File: config.mk
export PLATFORM = sky130hd
export DESIGN_NAME = video_pattern_gen
export DESIGN_NICKNAME = d
export VERILOG_FILES = /design/src/rtl/vid_timing_pkg.sv /design/src/rtl/video_timing_core.sv /design/src/rtl/video_pattern_gen.sv
export SDC_FILE = /design/constraint.sdc
export NUM_CORES = 1
export LEC_CHECK = 0
export CAP_MARGIN = 20
export CORE_AREA = 2 2 132 134
export DETAILED_ROUTE_END_ITERATION = 12
export DIE_AREA = 0 0 134 136
export GPL_TIMING_DRIVEN = 1
export PLACE_DENSITY = 0.81
export SLEW_MARGIN = 30
export SYNTH_ARGS = -nofsm -noshare
export SYNTH_HDL_FRONTEND = slang
export SYNTH_SLANG_ARGS = --single-unit
export TNS_END_PERCENT = 100
File: constraint.sdc
create_clock -name pixelclk -period 3.4 [get_ports pixelclk]
set_input_delay 0.68 -clock pixelclk [delete_from_list [all_inputs] [get_ports pixelclk]]
set_output_delay 0.68 -clock pixelclk [all_outputs]
set_load 0.02 [all_outputs]
File: src/rtl/vid_timing_pkg.sv
// Shared timing defaults, controller state encoding and frame-size helpers
// for the synthetic video source.
package vid_timing_pkg;

  localparam int DEF_H_ACTIVE    = 800;
  localparam int DEF_H_FP        = 40;
  localparam int DEF_H_SYNC      = 128;
  localparam int DEF_H_BP        = 88;
  localparam int DEF_V_ACTIVE    = 600;
  localparam int DEF_V_FP        = 1;
  localparam int DEF_V_SYNC      = 4;
  localparam int DEF_V_BP        = 23;
  localparam int DEF_SYNC_POL    = 1;
  localparam int DEF_MOTION_STEP = 2;

  typedef enum logic [1:0] {
    ST_IDLE  = 2'd0,
    ST_RUN   = 2'd1,
    ST_DRAIN = 2'd2
  } state_t;

  function automatic int h_total(input int act, input int fp, input int sync, input int bp);
    return act + fp + sync + bp;
  endfunction

  function automatic int v_total(input int act, input int fp, input int sync, input int bp);
    return act + fp + sync + bp;
  endfunction

endpackage

File: src/rtl/video_timing_core.sv
// Raster h/v counters with registered sync/de/count outputs and a frame-wrap
// strobe; counters sit at 0 whenever i_advance is low.
module video_timing_core
  import vid_timing_pkg::*;
#(
  parameter int H_ACTIVE = DEF_H_ACTIVE,
  parameter int H_FP     = DEF_H_FP,
  parameter int H_SYNC   = DEF_H_SYNC,
  parameter int H_BP     = DEF_H_BP,
  parameter int V_ACTIVE = DEF_V_ACTIVE,
  parameter int V_FP     = DEF_V_FP,
  parameter int V_SYNC   = DEF_V_SYNC,
  parameter int V_BP     = DEF_V_BP,
  parameter int SYNC_POL = DEF_SYNC_POL
) (
  input  logic        pixelclk,
  input  logic        reset_n,
  input  logic        i_advance,
  output logic [11:0] o_h,
  output logic [11:0] o_v,
  output logic        o_wrap,
  output logic        o_active,
  output logic        o_hsync,
  output logic        o_vsync,
  output logic        o_de,
  output logic [11:0] o_hcount,
  output logic [11:0] o_vcount
);

  localparam int H_TOTAL = h_total(H_ACTIVE, H_FP, H_SYNC, H_BP);
  localparam int V_TOTAL = v_total(V_ACTIVE, V_FP, V_SYNC, V_BP);

  localparam logic [11:0] H_LAST   = 12'(H_TOTAL - 1);
  localparam logic [11:0] V_LAST   = 12'(V_TOTAL - 1);
  localparam logic [11:0] H_ACT    = 12'(H_ACTIVE);
  localparam logic [11:0] V_ACT    = 12'(V_ACTIVE);
  localparam logic [11:0] HS_START = 12'(H_ACTIVE + H_FP);
  localparam logic [11:0] HS_END   = 12'(H_ACTIVE + H_FP + H_SYNC);
  localparam logic [11:0] VS_START = 12'(V_ACTIVE + V_FP);
  localparam logic [11:0] VS_END   = 12'(V_ACTIVE + V_FP + V_SYNC);
  localparam logic        POL      = 1'(SYNC_POL);

  logic [11:0] r_h, r_v;
  logic        r_hsync, r_vsync, r_de;
  logic [11:0] r_hcount, r_vcount;
  logic        w_h_last, w_v_last, w_hs_on, w_vs_on;

  assign w_h_last = (r_h == H_LAST);
  assign w_v_last = (r_v == V_LAST);
  assign w_hs_on  = (r_h >= HS_START) && (r_h < HS_END);
  assign w_vs_on  = (r_v >= VS_START) && (r_v < VS_END);

  always_ff @(posedge pixelclk) begin
    if (reset_n || !i_advance) begin
      r_h <= '0;
      r_v <= '0;
    end else if (w_h_last) begin
      r_h <= '0;
      r_v <= w_v_last ? 12'd0 : r_v + 12'd1;
    end else begin
      r_h <= r_h + 12'd1;
    end
  end

  // Output stage lags the counters by one cycle; idle forces reset levels.
  always_ff @(posedge pixelclk) begin
    if (reset_n || !i_advance) begin
      r_hsync  <= ~POL;
      r_vsync  <= ~POL;
      r_de     <= 1'b0;
      r_hcount <= '0;
      r_vcount <= '0;
    end else begin
      r_hsync  <= w_hs_on ? POL : ~POL;
      r_vsync  <= w_vs_on ? POL : ~POL;
      r_de     <= o_active;
      r_hcount <= r_h;
      r_vcount <= r_v;
    end
  end

  assign o_h      = r_h;
  assign o_v      = r_v;
  assign o_wrap   = i_advance && w_h_last && w_v_last;
  assign o_active = (r_h < H_ACT) && (r_v < V_ACT);
  assign o_hsync  = r_hsync;
  assign o_vsync  = r_vsync;
  assign o_de     = r_de;
  assign o_hcount = r_hcount;
  assign o_vcount = r_vcount;

endmodule

File: src/rtl/video_pattern_gen.sv
// Synthetic video source: solid object box on a background, frame-shadowed.
// Define PATTERN_MOTION_EN to make the box drift horizontally frame by frame.
//
// state | meaning
// IDLE  | counters at 0, outputs at reset levels, waiting for en
// RUN   | raster running, en high
// DRAIN | en dropped, finishing the current frame
module video_pattern_gen
  import vid_timing_pkg::*;
#(
`ifdef PATTERN_MOTION_EN
  parameter int MOTION_STEP = DEF_MOTION_STEP,
`endif
  parameter int H_ACTIVE = DEF_H_ACTIVE,
  parameter int H_FP     = DEF_H_FP,
  parameter int H_SYNC   = DEF_H_SYNC,
  parameter int H_BP     = DEF_H_BP,
  parameter int V_ACTIVE = DEF_V_ACTIVE,
  parameter int V_FP     = DEF_V_FP,
  parameter int V_SYNC   = DEF_V_SYNC,
  parameter int V_BP     = DEF_V_BP,
  parameter int SYNC_POL = DEF_SYNC_POL
) (
  input  logic        pixelclk,
  input  logic        reset_n,
  input  logic        en,
  input  logic [11:0] box_hl,
  input  logic [11:0] box_hr,
  input  logic [11:0] box_vl,
  input  logic [11:0] box_vr,
  input  logic [23:0] obj_rgb,
  input  logic [23:0] bg_rgb,
  output logic [23:0] o_rgb,
  output logic        o_hsync,
  output logic        o_vsync,
  output logic        o_de,
  output logic [11:0] hcount,
  output logic [11:0] vcount,
  output logic        frame_start,
  output logic        busy
);

  state_t      r_state, w_state_nxt;
  logic        w_running, w_start, w_load, w_wrap, w_active, w_inside;
  logic [11:0] w_h, w_v, w_hl_eff, w_hr_eff;
  logic [11:0] r_hl, r_hr, r_vl, r_vr;
  logic [23:0] r_obj, r_bg, r_rgb;
  logic        r_fs, r_busy;

  assign w_running = (r_state != ST_IDLE);
  assign w_start   = (r_state == ST_IDLE) && en;
  assign w_load    = w_start || w_wrap;

  video_timing_core #(
    .H_ACTIVE(H_ACTIVE), .H_FP(H_FP), .H_SYNC(H_SYNC), .H_BP(H_BP),
    .V_ACTIVE(V_ACTIVE), .V_FP(V_FP), .V_SYNC(V_SYNC), .V_BP(V_BP),
    .SYNC_POL(SYNC_POL)
  ) u_core (
    .pixelclk (pixelclk),
    .reset_n  (reset_n),
    .i_advance(w_running),
    .o_h      (w_h),
    .o_v      (w_v),
    .o_wrap   (w_wrap),
    .o_active (w_active),
    .o_hsync  (o_hsync),
    .o_vsync  (o_vsync),
    .o_de     (o_de),
    .o_hcount (hcount),
    .o_vcount (vcount)
  );

  always_ff @(posedge pixelclk) begin
    if (reset_n) r_state <= ST_IDLE;
    else         r_state <= w_state_nxt;
  end

  // A frame is only ever abandoned at its wrap, so en glitches cannot shorten one.
  always_comb begin
    w_state_nxt = r_state;
    case (r_state)
      ST_IDLE:  if (en) w_state_nxt = ST_RUN;
      ST_RUN:   if (!en) w_state_nxt = w_wrap ? ST_IDLE : ST_DRAIN;
      ST_DRAIN: begin
        if (en)          w_state_nxt = ST_RUN;
        else if (w_wrap) w_state_nxt = ST_IDLE;
      end
      default:  w_state_nxt = ST_IDLE;
    endcase
  end

  always_ff @(posedge pixelclk) begin
    if (reset_n) begin
      r_hl  <= '0;
      r_hr  <= '0;
      r_vl  <= '0;
      r_vr  <= '0;
      r_obj <= '0;
      r_bg  <= '0;
    end else if (w_load) begin
      r_hl  <= box_hl;
      r_hr  <= box_hr;
      r_vl  <= box_vl;
      r_vr  <= box_vr;
      r_obj <= obj_rgb;
      r_bg  <= bg_rgb;
    end
  end

`ifdef PATTERN_MOTION_EN
  localparam logic signed [13:0] STEP_14 = 14'(MOTION_STEP);
  localparam logic signed [13:0] XMAX_14 = 14'(H_ACTIVE - 1);
  localparam logic signed [11:0] STEP_12 = 12'(MOTION_STEP);

  logic signed [11:0] r_offset, w_offset_nxt;
  logic               r_dir_neg, w_dir_neg_nxt;
  logic signed [13:0] w_left_s, w_right_s;

  assign w_left_s  = $signed({2'b00, r_hl}) + 14'(r_offset);
  assign w_right_s = $signed({2'b00, r_hr}) + 14'(r_offset);

  // Bounce: flip direction when the next step would leave the active width.
  always_comb begin
    w_dir_neg_nxt = r_dir_neg;
    w_offset_nxt  = r_offset;
    if (!r_dir_neg) begin
      if (w_right_s + STEP_14 > XMAX_14) begin
        w_dir_neg_nxt = 1'b1;
        w_offset_nxt  = r_offset - STEP_12;
      end else begin
        w_offset_nxt  = r_offset + STEP_12;
      end
    end else begin
      if (w_left_s - STEP_14 < 14'sd0) begin
        w_dir_neg_nxt = 1'b0;
        w_offset_nxt  = r_offset + STEP_12;
      end else begin
        w_offset_nxt  = r_offset - STEP_12;
      end
    end
  end

  always_ff @(posedge pixelclk) begin
    if (reset_n || w_start) begin
      r_offset  <= '0;
      r_dir_neg <= 1'b0;
    end else if (w_wrap) begin
      r_offset  <= w_offset_nxt;
      r_dir_neg <= w_dir_neg_nxt;
    end
  end

  assign w_hl_eff = r_hl + $unsigned(r_offset);
  assign w_hr_eff = r_hr + $unsigned(r_offset);
`else
  assign w_hl_eff = r_hl;
  assign w_hr_eff = r_hr;
`endif

  // An inverted box (left > right or top > bottom) never matches: empty box.
  assign w_inside = (w_h >= w_hl_eff) && (w_h <= w_hr_eff) &&
                    (w_v >= r_vl) && (w_v <= r_vr);

  always_ff @(posedge pixelclk) begin
    if (reset_n || !w_running) begin
      r_rgb  <= '0;
      r_fs   <= 1'b0;
      r_busy <= 1'b0;
    end else begin
      r_rgb  <= w_active ? (w_inside ? r_obj : r_bg) : 24'd0;
      r_fs   <= (w_h == 12'd0) && (w_v == 12'd0);
      r_busy <= 1'b1;
    end
  end

  assign o_rgb       = r_rgb;
  assign frame_start = r_fs;
  assign busy        = r_busy;

endmodule

Word level (Yosys, flattened, before mapping)

Cells that the tools add are included.

Bits in registers: 175
Bits in latches: 0
Bits in writable memories: 0
Memory bits (read-only): 0
Input port bits: 99
Output and inout port bits: 53
Word-level logic and storage cells: 68
Memories: 0

Add/subtract/negate cells: 2
$mul: 0
Divide/modulo/power cells: 0
Order comparisons: 10
Eq/ne operators: 7
Shifts and indexed selects: 0
Multiplexer cells: 11
Bitwise operators: 1
Reduce and logical (&&, ||, !) cells: 20

Operators with widths:

| operator                                               | number |
|---|---|
| < comparator 12 x 10 -> 1 bit (second input constant)  | 4 |
| adder 12 x 1 -> 12 bit (second input constant)         | 2 |
| >= comparator 12 x 10 -> 1 bit (second input constant) | 2 |
| >= comparator 12 bit                                   | 2 |
| less-or-equal comparator 12 bit                        | 2 |
| logical NOT 12 bit                                     | 2 |
| 2-to-1 mux 24 bit                                      | 1 |
| equality test 12 x 10 -> 1 bit (second input constant) | 1 |
| equality test 12 x 11 -> 1 bit (second input constant) | 1 |
| 2-to-1 mux 12 bit                                      | 1 |
| logical AND 1 bit                                      | 10 |
| 2-to-1 mux 2 bit                                       | 5 |
| case mux 2 bit (3 select lines)                        | 1 |
| inequality test 2 bit (second input constant)          | 2 |
| OR reduction 2 bit                                     | 2 |
| 2-to-1 mux 1 bit                                       | 3 |
| inequality test 3 bit (second input constant)          | 1 |
| AND reduction 3 bit                                    | 1 |
| equality test 2 x 1 -> 1 bit (second input constant)   | 1 |
| equality test 2 bit (second input constant)            | 1 |
| logical NOT 2 bit                                      | 1 |
| logical OR 1 bit                                       | 2 |
| nonzero test 2 bit                                     | 1 |
| logical NOT 1 bit                                      | 1 |
| inverter 1 bit                                         | 1 |

Longest topological paths before layout

Depth after elaboration: 6
Depth in mapped cells: 11
Depth with buffers taken out: 9

By module

A second synthesis with hierarchy kept.

Cell total of the unflattened synthesis: 917
Area total of the unflattened synthesis: 7651.1 µm²

By module, submodules not included:

| module            | instances | cells each | area each (µm²) | seq. area each (µm²) |
|---|---|---|---|---|
| video_pattern_gen | 1         | 700        | 5577.8          | 2482.4 |
| video_timing_core | 1         | 217        | 2073.2          | 1021.0 |

Worst setup path after synthesis

OpenSTA, ideal clock, no wires.

Path type: flip-flop to flip-flop
Start point: register u_core.r_h[0] (netlist: u_core.o_h[0])
End point: register r_rgb[20] (netlist: o_rgb[20])
Arrival: 2307 ps
Setup slack: 972 ps
Stages on the path, launching flop included: 11
Clock period less this slack: 2428 ps
Path through: dfxtp_1 inv_1 ha_1 nand2b_1 a2111oi_0 o22ai_1 or3_1 nand4_1 buf_2 mux2i_1 nor2_1

Word-level cells in the longest chain between the ends: 5
Elaborated cells between the ends (all ways): 10
Those cells by class: order compare (3); mux (1); bitwise (1); reduce/logical (5)

Ends and longest elaborated chain:

| what                                                                           | RTL line                 | RTL |
|---|---|---|
| from (decl)                                                                    | video_timing_core.sv:43  | `logic [11:0] r_h, r_v;` |
| from (signal assigned)                                                         | video_timing_core.sv:61  | `r_h <= r_h + 12'd1;` |
| >= comparator 12 bit / less-or-equal comparator 12 bit (equally long branches) | video_pattern_gen.sv:161 | `assign w_inside = (w_h >= w_hl_eff) && (w_h <= w_hr_eff) &&` |
| logical AND 1 bit (2 in series)                                                | video_pattern_gen.sv:161 |  |
| logical AND 1 bit                                                              | video_pattern_gen.sv:162 | `(w_v >= r_vl) && (w_v <= r_vr);` |
| 2-to-1 mux 24 bit                                                              | video_pattern_gen.sv:170 | `r_rgb <= w_active ? (w_inside ? r_obj : r_bg) : 24'd0;` |
| to (signal assigned)                                                           | video_pattern_gen.sv:170 |  |
| to (decl)                                                                      | video_pattern_gen.sv:47  | `logic [23:0] r_obj, r_bg, r_rgb;` |

Parallel ways exist; a longest one is shown, timed or not.
A chain may end at the register's enable or synchronous reset.

Worst setup path in the final report

Start point: register u_core.r_h[0] (netlist: u_core.o_h[0])
End point: register r_rgb[23] (netlist: o_rgb[23])

Same word-level chain as after synthesis.

==> run summary <==
Yosys warns: 0
Critical hold path startpoint: r_obj[11]$_SDFFE_PP0P_
GRT overflow: 0
P per Cell Area: 494.2 nW/um2
Commonest non-fill, non-tap cell in the layout: nand2_1
Period utilization: 0.8219
Avg Cell Area, Syn: 8.262 um2
Hold Path Class: reg2reg
Slew Limit Headroom: 0.4787
Routed len/inst: 14.79 um
Worst-path fanout max: 42
Chip height: 136 um
#FFs+latches synth: 175
GPL Wtd Cong: 0.8457
Dpl hpwl: 12650 um
DR vias: 6417
Clock skew: 11.64 ps
Setup TNS: 0 ps
Area growth, synth to finish: 31.11%
CTS Buffer Depth: 2
Most frequent cells in the layout: nand2_1, dfxtp_1, clkdlybuf4s50_1
Outcome: finished, final reports clean
Initial DRC count: 440
Layout Nets: 1182
Crit path launch type: flip-flop
Seq. cell area: 3503 um2
Vias/cell: 5.065
TritonCTS Sinks: 175
CTS resizes: 0
Final wirelength: 18730 um
Final core occ: 0.5764
Number of global-route vias before repair: 6294
Initial Utilization: 0.4397
Antenna violations before repair: 0
Maximum VDD drop: 0.3162 mV
Setup violations, final: 0
Largest area contributor in the netlist: dfxtp_1
Worst hold stages: 2
Kind of critical path: reg2reg
Synth Cell Area: 7420 um2
R2r worst-path depth: 10
Post-synth cell types: 44
Filler instances: 1479
Synth top area cells: dfxtp_1, nand2_1, ha_1
Critical R2R Launch: u_core.o_h[0]$_SDFF_PP0_
Pre-antenna DRT Iters: 5
Final ANT Viol Nets: 0
Largest net degree at the start of global routing: 91
DRC: 0
Register area share after synthesis: 0.4722
Worst EP arrival: 3090 ps
Max-Cap Viols: 0
H-tree depth: 4
RSZ-0062 raised after global routing: false
Crit end category: flip-flop
Core area: 16880 um2
Net Count, Synth: 1051
IO buf count: 151
Clk_lat worst skew: 420 ps
Minimum clock period: 2794 ps
Post-Syn Instances: 898
P_leak: 3.779 nW
Die footprint: 18220 um2
Synth top area share: 0.4722
Die width: 134 um
ANT cells: 0
Worst EP required: 3700 ps
First-pass GRT wire length: 30330 um
End of the worst hold path: o_rgb[11]$_SDFF_PP0_
Core Rows: 48
Tot GR Track Use: 0.2107
I/O Pins: 152
Clock root cell: clkbuf_16
Reg-to-reg endpoint: o_rgb[23]$_SDFF_PP0_
Fmax: 357.9 MHz
Fin. Hold Viols: 0
CTS tree: yes
Clk slew on worst S/H paths: 70 ps
Post-CTS Setup Inserts: 0
Slew @ Worst Pin: 781.9 ps
Hold buffers post-CTS: 0
Multi-input gate area: 3462 um2
CTS Buf Count: 17
Layout cells sized above 1: 0.04894
Fin. max-slew vios: 0
Reg-to-reg setup timing slack: 610 ps
## metrics by stage
stage	cell area (um2)	power [mW]	std cells	setup slack [ps]	hold slack, ps
after floorplan	7420	2.460	898	972.2	428.6
after global placement	9036	2.642	1234	725.2	433.9
after detailed placement	9056	2.656	1235	611.5	438.0
after CTS	9728	4.843	1267	616.5	448.0
after global routing	9728	4.997	1267	392.6	468.9
final	9728	4.808	1267	605.6	447.4
## cells by family after synthesis
family          Yosys count  synth area share
flops                   175            0.4722
xor+xnor                 19           0.02243
buf+inv                 103           0.06324
fa+ha+maj                54           0.09106
simple gates            373            0.2214
compound gates          167            0.1202
mux                       7          0.009444
## synthesized netlist by cell type (all sizes together)
cell	count
inv	54
nor4	2
o31ai	3
o211ai	2
o311ai	1
or4	1
nor2b	3
nor4bb	2
o21ai	30
nand2b	5
a21oi	117
nor2	48
a2111oi	1
nand2	224
a211oi	5
or3	5
a21o	4
o22ai	1
mux2i	7
nor3	4
xnor2	8
and3	5
or2	1
clkbuf	29
xor2	11
buf	20
nand3	33
ha	54
a211o	1
and2	22
nand4	16
o21a	2
dfxtp	175
nor4b	2
## worst max-delay path, stage by stage, from the launching register on
cell       delay [ps]
dfxtp_1           400
inv_1             120
ha_1              280
nand2b_1          140
a2111oi_0         400
o22ai_1           130
or3_1             370
nand4_1           120
buf_4             400
mux2i_1           250
nor2_1             50
## flip-flops by register name, summed over array words and instances (netlist names), 2 cells and up
register / cells
r_hl: 12
u_core.o_hcount: 12
r_obj: 24
o_rgb: 24
u_core.o_h: 12
r_vl: 12
r_state: 2
r_hr: 12
u_core.o_vcount: 12
r_bg: 24
u_core.o_v: 12
r_vr: 12
## area by class of cell
| cell class | count | share of cell area |
|---|---|---|
| clock buffer | 17 | 0.04373 |
| clock inverter | 15 | 0.02534 |
| inverter | 54 | 0.02084 |
| multi-input combinational | 620 | 0.3559 |
| sequential | 175 | 0.3601 |
| tap | 225 | 0.02894 |
| timing repair buffer | 161 | 0.1651 |
## routing by layer
metal | part of all wire | global-route usage | up-vias
li1 | - | - | 3227
met1 | 0.44 | 0.2607 | 2959
met2 | 0.48 | 0.3601 | 198
met3 | 0.054 | 0.04549 | 33
met4 | 0.023 | 0.08038 | 0
met5 | 0 | 0 | -
## where the power goes
| part | internal [mW] | leakage (nW) | switching [mW] |
|---|---|---|---|
| clock | 1.33 | 0.325 | 0.862 |
| sequential | 2.13 | 1.43 | 0.0384 |
| combinational | 0.213 | 2.03 | 0.236 |
## worst max-delay path by stage
stage,from,to
finish,u_core.o_h[0]$_SDFF_PP0_,o_rgb[23]$_SDFF_PP0_
detailed placement,u_core.o_h[0]$_SDFF_PP0_,o_rgb[23]$_SDFF_PP0_
global placement,u_core.o_h[0]$_SDFF_PP0_,o_rgb[8]$_SDFF_PP0_
CTS,u_core.o_h[0]$_SDFF_PP0_,o_rgb[23]$_SDFF_PP0_
floorplan,u_core.o_h[0]$_SDFF_PP0_,o_rgb[20]$_SDFF_PP0_
global route,u_core.o_h[0]$_SDFF_PP0_,o_rgb[23]$_SDFF_PP0_
Power figures use the tool's default switching activity.
